$ cat src/rtl/cpu6502_pkg.sv
// Shared types for the 6502 decode/assemble stage: addressing modes,
// assembler FSM states, the decoded-instruction record and mode-to-size helper.
package cpu6502_pkg;

    typedef enum logic [3:0] {
        MODE_IMP  = 4'd0,
        MODE_ACC  = 4'd1,
        MODE_IMM  = 4'd2,
        MODE_ZP   = 4'd3,
        MODE_ZPX  = 4'd4,
        MODE_ZPY  = 4'd5,
        MODE_ABS  = 4'd6,
        MODE_ABSX = 4'd7,
        MODE_ABSY = 4'd8,
        MODE_IND  = 4'd9,
        MODE_INDX = 4'd10,
        MODE_INDY = 4'd11,
        MODE_REL  = 4'd12
    } mode_e;

    typedef enum logic [1:0] {
        ST_OPC,
        ST_OPR_LO,
        ST_OPR_HI
    } state_e;

    typedef struct packed {
        logic [7:0]  opcode;
        logic [15:0] operand;
        logic [15:0] pc;
        logic [1:0]  size;
        mode_e       mode;
        logic        illegal;
    } instr_t;

    localparam logic [7:0] NOP_OPCODE = 8'hEA;

    // Instruction length in bytes (opcode included) for an addressing mode.
    function automatic logic [1:0] mode_size(input mode_e mode);
        case (mode)
            MODE_IMP, MODE_ACC:                       mode_size = 2'd1;
            MODE_ABS, MODE_ABSX, MODE_ABSY, MODE_IND: mode_size = 2'd3;
            default:                                  mode_size = 2'd2;
        endcase
    endfunction

endpackage

$ cat src/rtl/cpu6502_opcode_rom.sv
// Combinational opcode map: addressing mode and undocumented flag for all 256 opcodes.
module cpu6502_opcode_rom
    import cpu6502_pkg::*;
(
    input  logic [7:0] opcode,
    output mode_e      mode,
    output logic       illegal
);

    // Look up the 151 documented opcodes; everything else is undocumented and treated as IMP.
    always_comb begin
        // NOTE: both outputs get a value before the case, so no path through it can infer a latch.
        mode    = MODE_IMP;
        illegal = 1'b0;
        case (opcode)
            8'h00, 8'h08, 8'h18, 8'h28, 8'h38, 8'h40, 8'h48, 8'h58, 8'h60,
            8'h68, 8'h78, 8'h88, 8'h8A, 8'h98, 8'h9A, 8'hA8, 8'hAA, 8'hB8,
            8'hBA, 8'hC8, 8'hCA, 8'hD8, 8'hE8, 8'hEA, 8'hF8:
                mode = MODE_IMP;
            8'h0A, 8'h2A, 8'h4A, 8'h6A:
                mode = MODE_ACC;
            8'h09, 8'h29, 8'h49, 8'h69, 8'hA9, 8'hC9, 8'hE9,
            8'hA0, 8'hA2, 8'hC0, 8'hE0:
                mode = MODE_IMM;
            8'h05, 8'h25, 8'h45, 8'h65, 8'h85, 8'hA5, 8'hC5, 8'hE5,
            8'h06, 8'h26, 8'h46, 8'h66, 8'h86, 8'hA6, 8'hC6, 8'hE6,
            8'h24, 8'h84, 8'hA4, 8'hC4, 8'hE4:
                mode = MODE_ZP;
            8'h15, 8'h35, 8'h55, 8'h75, 8'h95, 8'hB5, 8'hD5, 8'hF5,
            8'h16, 8'h36, 8'h56, 8'h76, 8'hD6, 8'hF6, 8'h94, 8'hB4:
                mode = MODE_ZPX;
            8'h96, 8'hB6:
                mode = MODE_ZPY;
            8'h0D, 8'h2D, 8'h4D, 8'h6D, 8'h8D, 8'hAD, 8'hCD, 8'hED,
            8'h0E, 8'h2E, 8'h4E, 8'h6E, 8'h8E, 8'hAE, 8'hCE, 8'hEE,
            8'h2C, 8'h8C, 8'hAC, 8'hCC, 8'hEC, 8'h4C, 8'h20:
                mode = MODE_ABS;
            8'h1D, 8'h3D, 8'h5D, 8'h7D, 8'h9D, 8'hBD, 8'hDD, 8'hFD,
            8'h1E, 8'h3E, 8'h5E, 8'h7E, 8'hDE, 8'hFE, 8'hBC:
                mode = MODE_ABSX;
            8'h19, 8'h39, 8'h59, 8'h79, 8'h99, 8'hB9, 8'hD9, 8'hF9, 8'hBE:
                mode = MODE_ABSY;
            8'h6C:
                mode = MODE_IND;
            8'h01, 8'h21, 8'h41, 8'h61, 8'h81, 8'hA1, 8'hC1, 8'hE1:
                mode = MODE_INDX;
            8'h11, 8'h31, 8'h51, 8'h71, 8'h91, 8'hB1, 8'hD1, 8'hF1:
                mode = MODE_INDY;
            8'h10, 8'h30, 8'h50, 8'h70, 8'h90, 8'hB0, 8'hD0, 8'hF0:
                mode = MODE_REL;
            default:
                illegal = 1'b1;
        endcase
    end

endmodule

$ cat src/rtl/cpu6502_decode_assembler.sv
// Gathers the fetch byte stream into whole 6502 instructions (opcode + 0..2
// operand bytes) and queues them in a small FIFO for the execute stage.
module cpu6502_decode_assembler
    import cpu6502_pkg::*;
#(
    parameter int OUT_DEPTH      = 2,
    parameter bit ILLEGAL_AS_NOP = 1'b0
) (
    input  logic        clk,
    input  logic        rst,
    input  logic        flush,
    input  logic        in_valid,
    output logic        in_ready,
    input  logic [7:0]  in_byte,
    input  logic [15:0] in_pc,
    output logic        out_valid,
    input  logic        out_ready,
    output logic [7:0]  out_opcode,
    output logic [15:0] out_operand,
    output logic [15:0] out_pc,
    output logic [1:0]  out_size,
    output logic [3:0]  out_mode,
    output logic        out_illegal
);

    localparam int PTR_W = (OUT_DEPTH > 1) ? $clog2(OUT_DEPTH) : 1;
    localparam int CNT_W = $clog2(OUT_DEPTH + 1);
    localparam logic [PTR_W-1:0] PTR_LAST = PTR_W'(OUT_DEPTH - 1);
    localparam logic [CNT_W-1:0] CNT_FULL = CNT_W'(OUT_DEPTH);

    state_e           state_q, state_d;
    logic [7:0]       opc_q;
    logic [15:0]      pc_q;
    logic [7:0]       lo_q;

    logic [7:0]       rom_opcode;
    mode_e            rom_mode;
    logic             rom_illegal;
    logic [1:0]       cur_size;

    logic             accept, push, pop;
    instr_t           push_entry;
    instr_t           mem [OUT_DEPTH];
    instr_t           head;
    logic [PTR_W-1:0] wr_ptr, rd_ptr;
    logic [CNT_W-1:0] count;
    logic             fifo_full, fifo_empty;

    // In OPC the incoming byte is the opcode; afterwards the latched opcode drives the decode.
    assign rom_opcode = (state_q == ST_OPC) ? in_byte : opc_q;

    cpu6502_opcode_rom u_rom (
        .opcode  (rom_opcode),
        .mode    (rom_mode),
        .illegal (rom_illegal)
    );

    assign cur_size   = mode_size(rom_mode);
    assign fifo_full  = (count == CNT_FULL);
    assign fifo_empty = (count == '0);
    assign in_ready   = !rst && !fifo_full && !flush;
    assign accept     = in_valid && in_ready;
    assign out_valid  = !rst && !fifo_empty;
    assign pop        = out_valid && out_ready;

    // Next-state logic and assembly of the instruction completed by this byte.
    always_comb begin
        state_d            = state_q;
        push               = 1'b0;
        push_entry.opcode  = (rom_illegal && ILLEGAL_AS_NOP) ? NOP_OPCODE : rom_opcode;
        push_entry.operand = 16'h0000;
        push_entry.pc      = (state_q == ST_OPC) ? in_pc : pc_q;
        push_entry.size    = cur_size;
        push_entry.mode    = rom_mode;
        push_entry.illegal = rom_illegal;
        case (state_q)
            ST_OPC: begin
                if (accept) begin
                    if (cur_size == 2'd1) push = 1'b1;
                    else                  state_d = ST_OPR_LO;
                end
            end
            ST_OPR_LO: begin
                push_entry.operand = {8'h00, in_byte};
                if (accept) begin
                    if (cur_size == 2'd2) begin
                        push    = 1'b1;
                        state_d = ST_OPC;
                    end else begin
                        state_d = ST_OPR_HI;
                    end
                end
            end
            ST_OPR_HI: begin
                push_entry.operand = {in_byte, lo_q};
                if (accept) begin
                    push    = 1'b1;
                    state_d = ST_OPC;
                end
            end
            default: state_d = ST_OPC;
        endcase
    end

    // FSM state register; reset and flush both restart at an opcode boundary.
    always_ff @(posedge clk) begin
        // NOTE: sequential state uses non-blocking assignments so every register samples pre-edge values.
        if (rst || flush) state_q <= ST_OPC;
        else              state_q <= state_d;
    end

    // Hold the opcode, its address and the low operand byte while the instruction is incomplete.
    always_ff @(posedge clk) begin
        if (accept && state_q == ST_OPC) begin
            opc_q <= in_byte;
            pc_q  <= in_pc;
        end
        if (accept && state_q == ST_OPR_LO) lo_q <= in_byte;
    end

    // FIFO storage: write completed instructions at the tail.
    always_ff @(posedge clk) begin
        // NOTE: the entries are not reset; count gates visibility, so stale contents are never presented.
        if (push) mem[wr_ptr] <= push_entry;
    end

    // FIFO pointers and occupancy; flush empties the queue outright.
    always_ff @(posedge clk) begin
        if (rst || flush) begin
            wr_ptr <= '0;
            rd_ptr <= '0;
            count  <= '0;
        end else begin
            if (push) wr_ptr <= (wr_ptr == PTR_LAST) ? '0 : wr_ptr + PTR_W'(1);
            if (pop)  rd_ptr <= (rd_ptr == PTR_LAST) ? '0 : rd_ptr + PTR_W'(1);
            case ({push, pop})
                2'b10:   count <= count + CNT_W'(1);
                2'b01:   count <= count - CNT_W'(1);
                default: count <= count;
            endcase
        end
    end

    // Head entry drives the outputs; fields read as zero whenever nothing is valid.
    assign head        = mem[rd_ptr];
    assign out_opcode  = out_valid ? head.opcode  : 8'h00;
    assign out_operand = out_valid ? head.operand : 16'h0000;
    assign out_pc      = out_valid ? head.pc      : 16'h0000;
    assign out_size    = out_valid ? head.size    : 2'd0;
    assign out_mode    = out_valid ? head.mode    : 4'd0;
    assign out_illegal = out_valid ? head.illegal : 1'b0;

endmodule

$ cat config.mk
export PLATFORM = sky130hd
export DESIGN_NAME = cpu6502_decode_assembler
export DESIGN_NICKNAME = d
export VERILOG_FILES = /design/src/rtl/cpu6502_pkg.sv /design/src/rtl/cpu6502_opcode_rom.sv /design/src/rtl/cpu6502_decode_assembler.sv
export SDC_FILE = /design/constraint.sdc
export NUM_CORES = 1
export LEC_CHECK = 0
export ABC_AREA = 1
export CORE_MARGIN = 2
export CORE_UTILIZATION = 61
export DETAILED_ROUTE_END_ITERATION = 8
export PLACE_DENSITY = 0.86
export SETUP_SLACK_MARGIN = 0.5
export SKIP_CTS_REPAIR_TIMING = 1
export SYNTH_ARGS = -nofsm -noshare
export SYNTH_HDL_FRONTEND = slang
export SYNTH_SLANG_ARGS = --single-unit
$ cat constraint.sdc
create_clock -name clk -period 9 [get_ports clk]
set_input_delay 0.9 -clock clk [delete_from_list [all_inputs] [get_ports clk]]
set_output_delay 0.9 -clock clk [all_outputs]
set_load 0.05 [all_outputs]
==> reports/qor.txt, run 1 <==
Worst-Skew Late Latency: 0.42 ns
Num CTS Buffers: 17
Overall die width: 110 um
Count of cell types in the netlist: 41
WS Path Type: reg -> reg
Clock root buffer: clkbuf_16
First-pass GRT wire length: 27,800 um
Pwr dens: 188 nW/um^2
DR pass1 iterations: 5
Final net count: 812
Max-cap violation count: 0
Crit-path cells: inv_1, ha_1, buf_4, nand2_1, nand2_2, nor2_1, nand2_1, nand3_1, nand2_1, inv_1, nor2_1, nand3_1, nor2_2, nand2_1, nand2_2, nand2_2, nand2_1, nand2_2, nand3_2, clkinv_1, buf_4
Core Box Area: 10,900 sq um
F_max: 205 MHz
Non-Filler Instances: 931
Post-Synthesis Cells: 699
Setup Viol. Count Final: 0
GRT Total Usage: 0.313
Fin crit share: 0.541
RSZ-0062 raised after global routing: false
Leak: 3.55 nW
Routed vias: 5,314
Inserted Diodes: 0
Crit path launch: state_q[1]$_SDFFE_PP0P_
Clock-pin slew on the worst setup and hold paths: 0.06 ns
Final Total Pwr: 1.56 mW
Seq cells post-synth: 133
Die ar.: 12,100 sq um
Largest net degree at the start of global routing: 48
Wire length per cell: 19.5 um
Remaining DRCs: 0
Port bufs: 77
# rows: 38
Area Overhead vs Synth: 21.0%
DP HPWL: 12,100 um
Top-Level Pins: 78
Critical Path RT: 9.12 ns
Worst setup SP type: flop
Initial antenna violation count: 0
Yosys warnings: 0
Detailed Route WL: 18,100 um
Worst Hold Launch: state_q[0]$_SDFFE_PP0P_
Number of global-route vias before repair: 5,265
Fraction of layout cells with a size suffix above 1: 0.185
Fill count: 687
Die Span Y: 110 um
Post-Layout Inst Area: 8330 sq um
Drt first-iter violations: 504
Part of the Yosys area used for sequential elements: 0.570
Initial Utilization: 0.629
Final Hold Vio Count: 0
GPL Wtd Cong: 0.991
Dpl cell area: 7750 sq um
Period minus WS final: 4.87 ns
Synthesized area: 6880 sq um
Slew margin rel.: 0.194
Synthesized Nets: 733
Inst Count DP: 899
Fin Setup TNS: 0 ns
Crit-path max FO: 27
H-tree depth: 4
Via/cell ratio: 5.71
CP endpoint kind: flop
Worst R2R Start: state_q[1]$_SDFFE_PP0P_
Clk sinks: 133
CTS tree: done
Max Slew Vio Count: 0
Final Skew: 0.0144 ns
Maximum VDD drop: 147 uV
Worst path arrival time: 4.99 ns
Clk buf depth: 2
Hold Path Class: reg -> reg
Worst path max stage delay: 0.75 ns
Slowest-stage cell, CP: ha_1
Worst-Margin Slew: 1.21 ns
Status: finished, final reports clean
GR Overflow Total: 0
CP most frequent cell: nand2_1
ANT nets after route: 0
Syn Area/Cell: 9.84 sq um
## cell usage in the layout, fill, tap and decap left out, types with 2 or more instances in the layout
cell type,netlist,routed
a211oi_1,2,2
a21oi_1,23,22
buf_4,2,5
clkbuf_16,0,17
clkdlybuf4s50_1,0,77
clkinv_4,0,2
clkinvlp_4,0,3
dfxtp_1,7,6
edfxtp_1,126,126
ha_1,5,5
inv_1,99,98
inv_2,2,2
inv_6,1,6
inv_8,0,2
mux2_2,47,47
nand2_1,206,206
nand2_2,27,27
nand2_4,12,12
nand3_1,20,20
nand3_2,2,2
nand4_1,3,3
nor2_1,52,50
nor2_2,11,12
nor2_4,1,2
nor3_1,4,4
nor4_1,2,2
o2111ai_1,3,3
o21ai_0,9,9
## logic make-up (layout without fill, tap and decap cells)
group	count (synthesis)	count (layout)	share of synthesized area
buf+inv	124	216	0.0755
mux	47	47	0.0769
flops	133	133	0.570
fa+ha+maj	5	5	0.00909
compound gates	46	46	0.0411
simple gates	343	343	0.226
xor+xnor	1	1	0.00127
## power by group
| group | leakage (nW) | internal [mW] | switching, mW |
|---|---|---|---|
| Sequential | 1.21 | 0.702 | 0.00541 |
| Combinational | 2.07 | 0.0576 | 0.131 |
| Clock | 0.272 | 0.388 | 0.277 |
| Total | 3.55 | 1.15 | 0.414 |
## state kept, by name, summed over array words and instances, names as in the netlist, named ones only
register  flops
state_q       2
lo_q          8
wr_ptr        1
pc_q         16
count         2
rd_ptr        1
opc_q         8
mem          94
## per-stage QoR
step / util / hold WS [ns] / setup WS [ns]
6_report: 0.761 / 0.530 / 4.13
5_1_grt: 0.761 / 0.546 / 3.74
4_1_cts: 0.761 / 0.523 / 4.23
3_5_place_dp: 0.709 / 0.501 / 4.25
3_3_place_gp: 0.709 / 0.484 / 4.35
2_1_floorplan: - / 0.459 / 3.98
## worst max-delay path, delay by kind of cell, from the launching register on
family	cells	cell delay [ns]
fa+ha+maj	1	0.75
flops	1	0.33
buf+inv	5	1.67
simple gates	15	1.79
## path summary, 6_finish.rpt
| check | slack (ns) | depth (start not counted) | end |
|---|---|---|---|
| max | 4.13 | 21 | mem[1][28]$_DFFE_PP_ |
| min | 0.53 | 2 | state_q[0]$_SDFFE_PP0P_ |
| max reg2reg | 4.13 | 21 | mem[1][28]$_DFFE_PP_ |
| min reg2reg | 0.53 | 2 | state_q[0]$_SDFFE_PP0P_ |
## layer usage
layer	vias up	GRT usage	part of all wire
met5	-	0	0
met4	0	0.111	0.021
met3	36	0.0541	0.076
met2	314	0.534	0.50
met1	2516	0.406	0.40
li1	2448	-	-
## cell usage after synthesis, drive strengths merged
cell	number	area (sq um)
nor3b	2	20.0
ha	5	62.6
mux2	47	529
o21ai	11	66.3
clkbuf	12	45.0
nand2	245	1080
o2111a	1	11.3
edfxtp	126	3780
nor3	5	30.0
nand4	3	18.8
a22oi	1	7.51
o211ai	1	7.51
o22ai	1	6.26
a32oi	1	8.76
nor4	2	12.5
inv	102	388
a32o	1	10.0
nor2	64	275
a21oi	23	115
xor2	1	8.76
o2111ai	3	26.3
o221ai	1	8.76
buf	10	86.3
dfxtp	7	140
a211oi	2	15.0
nand3	22	120
## final cells by class
cell class | instances | area, sq um | share of cell area
Clock buffer | 18 | 429 | 0.0515
Timing Repair Buffer | 82 | 808 | 0.0971
Inverter | 102 | 388 | 0.0466
Sequential cell | 133 | 3930 | 0.471
Multi-Input combinational cell | 442 | 2460 | 0.295
Clock inverter | 14 | 141 | 0.0170
Tap cell | 140 | 175 | 0.0210
No activity file was read; power rests on OpenSTA's default activity.
==> run 2, diff against run 1 <==
--- a/config.mk
+++ b/config.mk
@@ -7,9 +7,9 @@
 export LEC_CHECK = 0
 export ABC_AREA = 1
 export CORE_MARGIN = 2
-export CORE_UTILIZATION = 61
+export CORE_UTILIZATION = 57
 export DETAILED_ROUTE_END_ITERATION = 8
-export PLACE_DENSITY = 0.86
+export PLACE_DENSITY = 0.81
 export SETUP_SLACK_MARGIN = 0.5
 export SKIP_CTS_REPAIR_TIMING = 1
 export SYNTH_ARGS = -nofsm -noshare
==> constraint.sdc (replaced) <==
create_clock -name clk -period 4.8 [get_ports clk]
set_input_delay 0.48 -clock clk [delete_from_list [all_inputs] [get_ports clk]]
set_output_delay 0.48 -clock clk [all_outputs]
set_load 0.05 [all_outputs]
==> reports/qor.txt, run 2 (same netlist as run 1, synthesis figures left out) <==
Clk sinks: 133 (unchanged)
Hold Path Class: reg -> reg
Commonest non-fill, non-tap cells in the layout: nand2_1, edfxtp_1, inv_1
Top-Level Pins: 78 (unchanged)
Final Skew: 0.00576 ns (-0.00866 ns)
R2R Path End: count[1]$_SDFFE_PP0P_
RSZ-0062 raised after global routing: false
Clock share of power: 0.410 (-0.016)
Die ar.: 13,000 sq um (+6.8%)
# rows: 40 (+5.3%)
Crit path launch: state_q[1]$_SDFFE_PP0P_
GPL Wtd Cong: 0.937 (-5.4%)
Overall die width: 114 um (+3.3%)
Internal Power: 2.10 mW (+83%)
Detailed Route WL: 17,300 um (-4.4%)
Leak: 3.57 nW (+0.76%)
Clock-pin slew on the worst setup and hold paths: 0.06 ns (about the same)
Crit-path max FO: 32 (+19%)
Initial Utilization: 0.578 (-0.0516)
Largest net degree at the start of global routing: 38 (-21%)
Remaining DRCs: 0 (unchanged)
Initial antenna violation count: 0 (unchanged)
DP HPWL: 12,100 um (+0.47%)
F_max: 259 MHz (+26%)
H-tree depth: 4 (unchanged)
Dpl cell area: 7800 sq um (+0.56%)
Via/cell ratio: 5.51 (-3.5%)
Area Overhead vs Synth: 21.7%
Max Slew Vio Count: 0 (unchanged)
Final Total Pwr: 2.85 mW (+82%)
Worst-Skew Late Latency: 0.41 ns (about the same)
Flop pwr share: 0.465 (+0.012)
WS Path Type: reg -> reg
Post-route core utilization: 0.703 (-0.0584)
Worst setup SP type: flop
Comb power frac: 0.125 (+0.004)
Status: finished, final reports clean
Num CTS Buffers: 17 (unchanged)
Maximum VDD drop: 241 uV (+64%)
Setup Viol. Count Final: 0 (unchanged)
Worst-Margin Slew: 0.866 ns (-0.344 ns)
Worst Hold Launch: state_q[0]$_SDFFE_PP0P_
Max FFs per register: 94 (unchanged)
Clk buf depth: 2 (unchanged)
DR pass1 iterations: 5 (unchanged)
Slew margin rel.: 0.421 (+0.227)
Net Sw Power: 0.750 mW (+81%)
Fraction of layout cells with a size suffix above 1: 0.189 (+0.00441)
Switching part of the total power: 0.264 (-0.00143)
Clock root buffer: clkbuf_16
Fin crit share: 0.803 (+0.262)
Top reg by flops: mem
Drt first-iter violations: 482 (-4.4%)
Core Box Area: 11,900 sq um (+8.9%)
Routed vias: 5,212 (-1.9%)
Crit path to: count[1]$_SDFFE_PP0P_
Wire length per cell: 18.3 um (-5.9%)
Fin Setup TNS: 0 ns (unchanged)
CTS tree: done
Max-cap violation count: 0 (unchanged)
Largest regs: mem (94), pc_q (16)
GR Overflow Total: 0 (unchanged)
Critical Path RT: 5.09 ns (-4.03 ns)
Number of global-route vias before repair: 5,386 (+2.3%)
Period minus WS final: 3.85 ns (-1.02 ns)
Flop2flop setup slack: 0.95 ns (-3.18 ns)
Die Span Y: 114 um (+3.3%)
Inserted Diodes: 0 (unchanged)
Port bufs: 77 (unchanged)
Commonest non-fill, non-tap cell in the layout: nand2_1
Pwr dens: 340 nW/um^2 (+81%)
Worst R2R Start: state_q[1]$_SDFFE_PP0P_
Final Hold Vio Count: 0 (unchanged)
First-pass GRT wire length: 27,300 um (-1.9%)
Final net count: 820 (+0.99%)
Worst R2R Path Depth: 23 (+9.5%)
Post-Layout Inst Area: 8370 sq um (+0.57%)
Worst path arrival time: 4.14 ns (-0.85 ns)
CP endpoint kind: flop
GRT Total Usage: 0.278 (-0.0349)
ANT nets after route: 0 (unchanged)
## run 2: worst min path at each step
stage	depth (start not counted)	endpoint
3_3_place_gp	2	flop
2_1_floorplan	2	count[1]$_SDFFE_PP0P_
5_1_grt	2	mem[0][8]$_DFFE_PP_
3_5_place_dp	2	rd_ptr$_SDFFE_PP0P_
6_report	2	state_q[0]$_SDFFE_PP0P_
4_1_cts	2	state_q[0]$_SDFFE_PP0P_
## run 2: per-stage QoR
stage,std cells,worst slack [ns],hold WS [ns]
5_1_grt,946,0.534,0.564
3_3_place_gp,909,0.783,0.484
2_1_floorplan,699,0.980,0.459
4_1_cts,941,0.753,0.524
6_report,946,0.946,0.526
3_5_place_dp,909,0.761,0.512
## run 2: final cells by class
| class | instances | area (sq um) |
|---|---|---|
| sequential | 133 | 3930 |
| clock buffer | 19 | 433 |
| multi-input combinational | 442 | 2460 |
| timing repair buffer | 90 | 881 |
| fill | 844 | 3540 |
| tap | 147 | 184 |
| clock inverter | 13 | 98.8 |
| inverter | 102 | 390 |
## run 2: routing by layer
| metal | GRT usage | routed length [um] | vias up |
|---|---|---|---|
| li1 | - | - | 2463 |
| met1 | 0.340 | 7110 | 2477 |
| met2 | 0.467 | 8460 | 216 |
| met3 | 0.0670 | 1140 | 56 |
| met4 | 0.135 | 630 | 0 |
| met5 | 0 | 0 | - |
## run 2: power groups by stage
stage	clock, mW	combinational (mW)	sequential (mW)
floorplan	0	0.235	1.35
global placement	0	0.343	1.35
detailed placement	0	0.344	1.35
CTS	1.18	0.347	1.32
global route	1.23	0.387	1.33
finish	1.17	0.355	1.32
## run 2: worst max-delay path: stages, from the launching register on
cell     delay, ns
dfxtp_1       0.33
inv_1         0.12
ha_1          0.21
buf_4         0.26
inv_8         0.14
nand2_1       0.10
nand2_2       0.15
nand2_1       0.22
nor2_1        0.09
nand2_1       0.07
nand2_1       0.05
nor2_1        0.25
nand3_1       0.21
nor3_2        0.23
nand3_1       0.13
nand2_1       0.08
nand2_1       0.06
nand2_2       0.08
nand2_1       0.10
ha_1          0.32
a21oi_1       0.13
o21ai_0       0.12
o21ai_0       0.18
a21oi_1       0.07
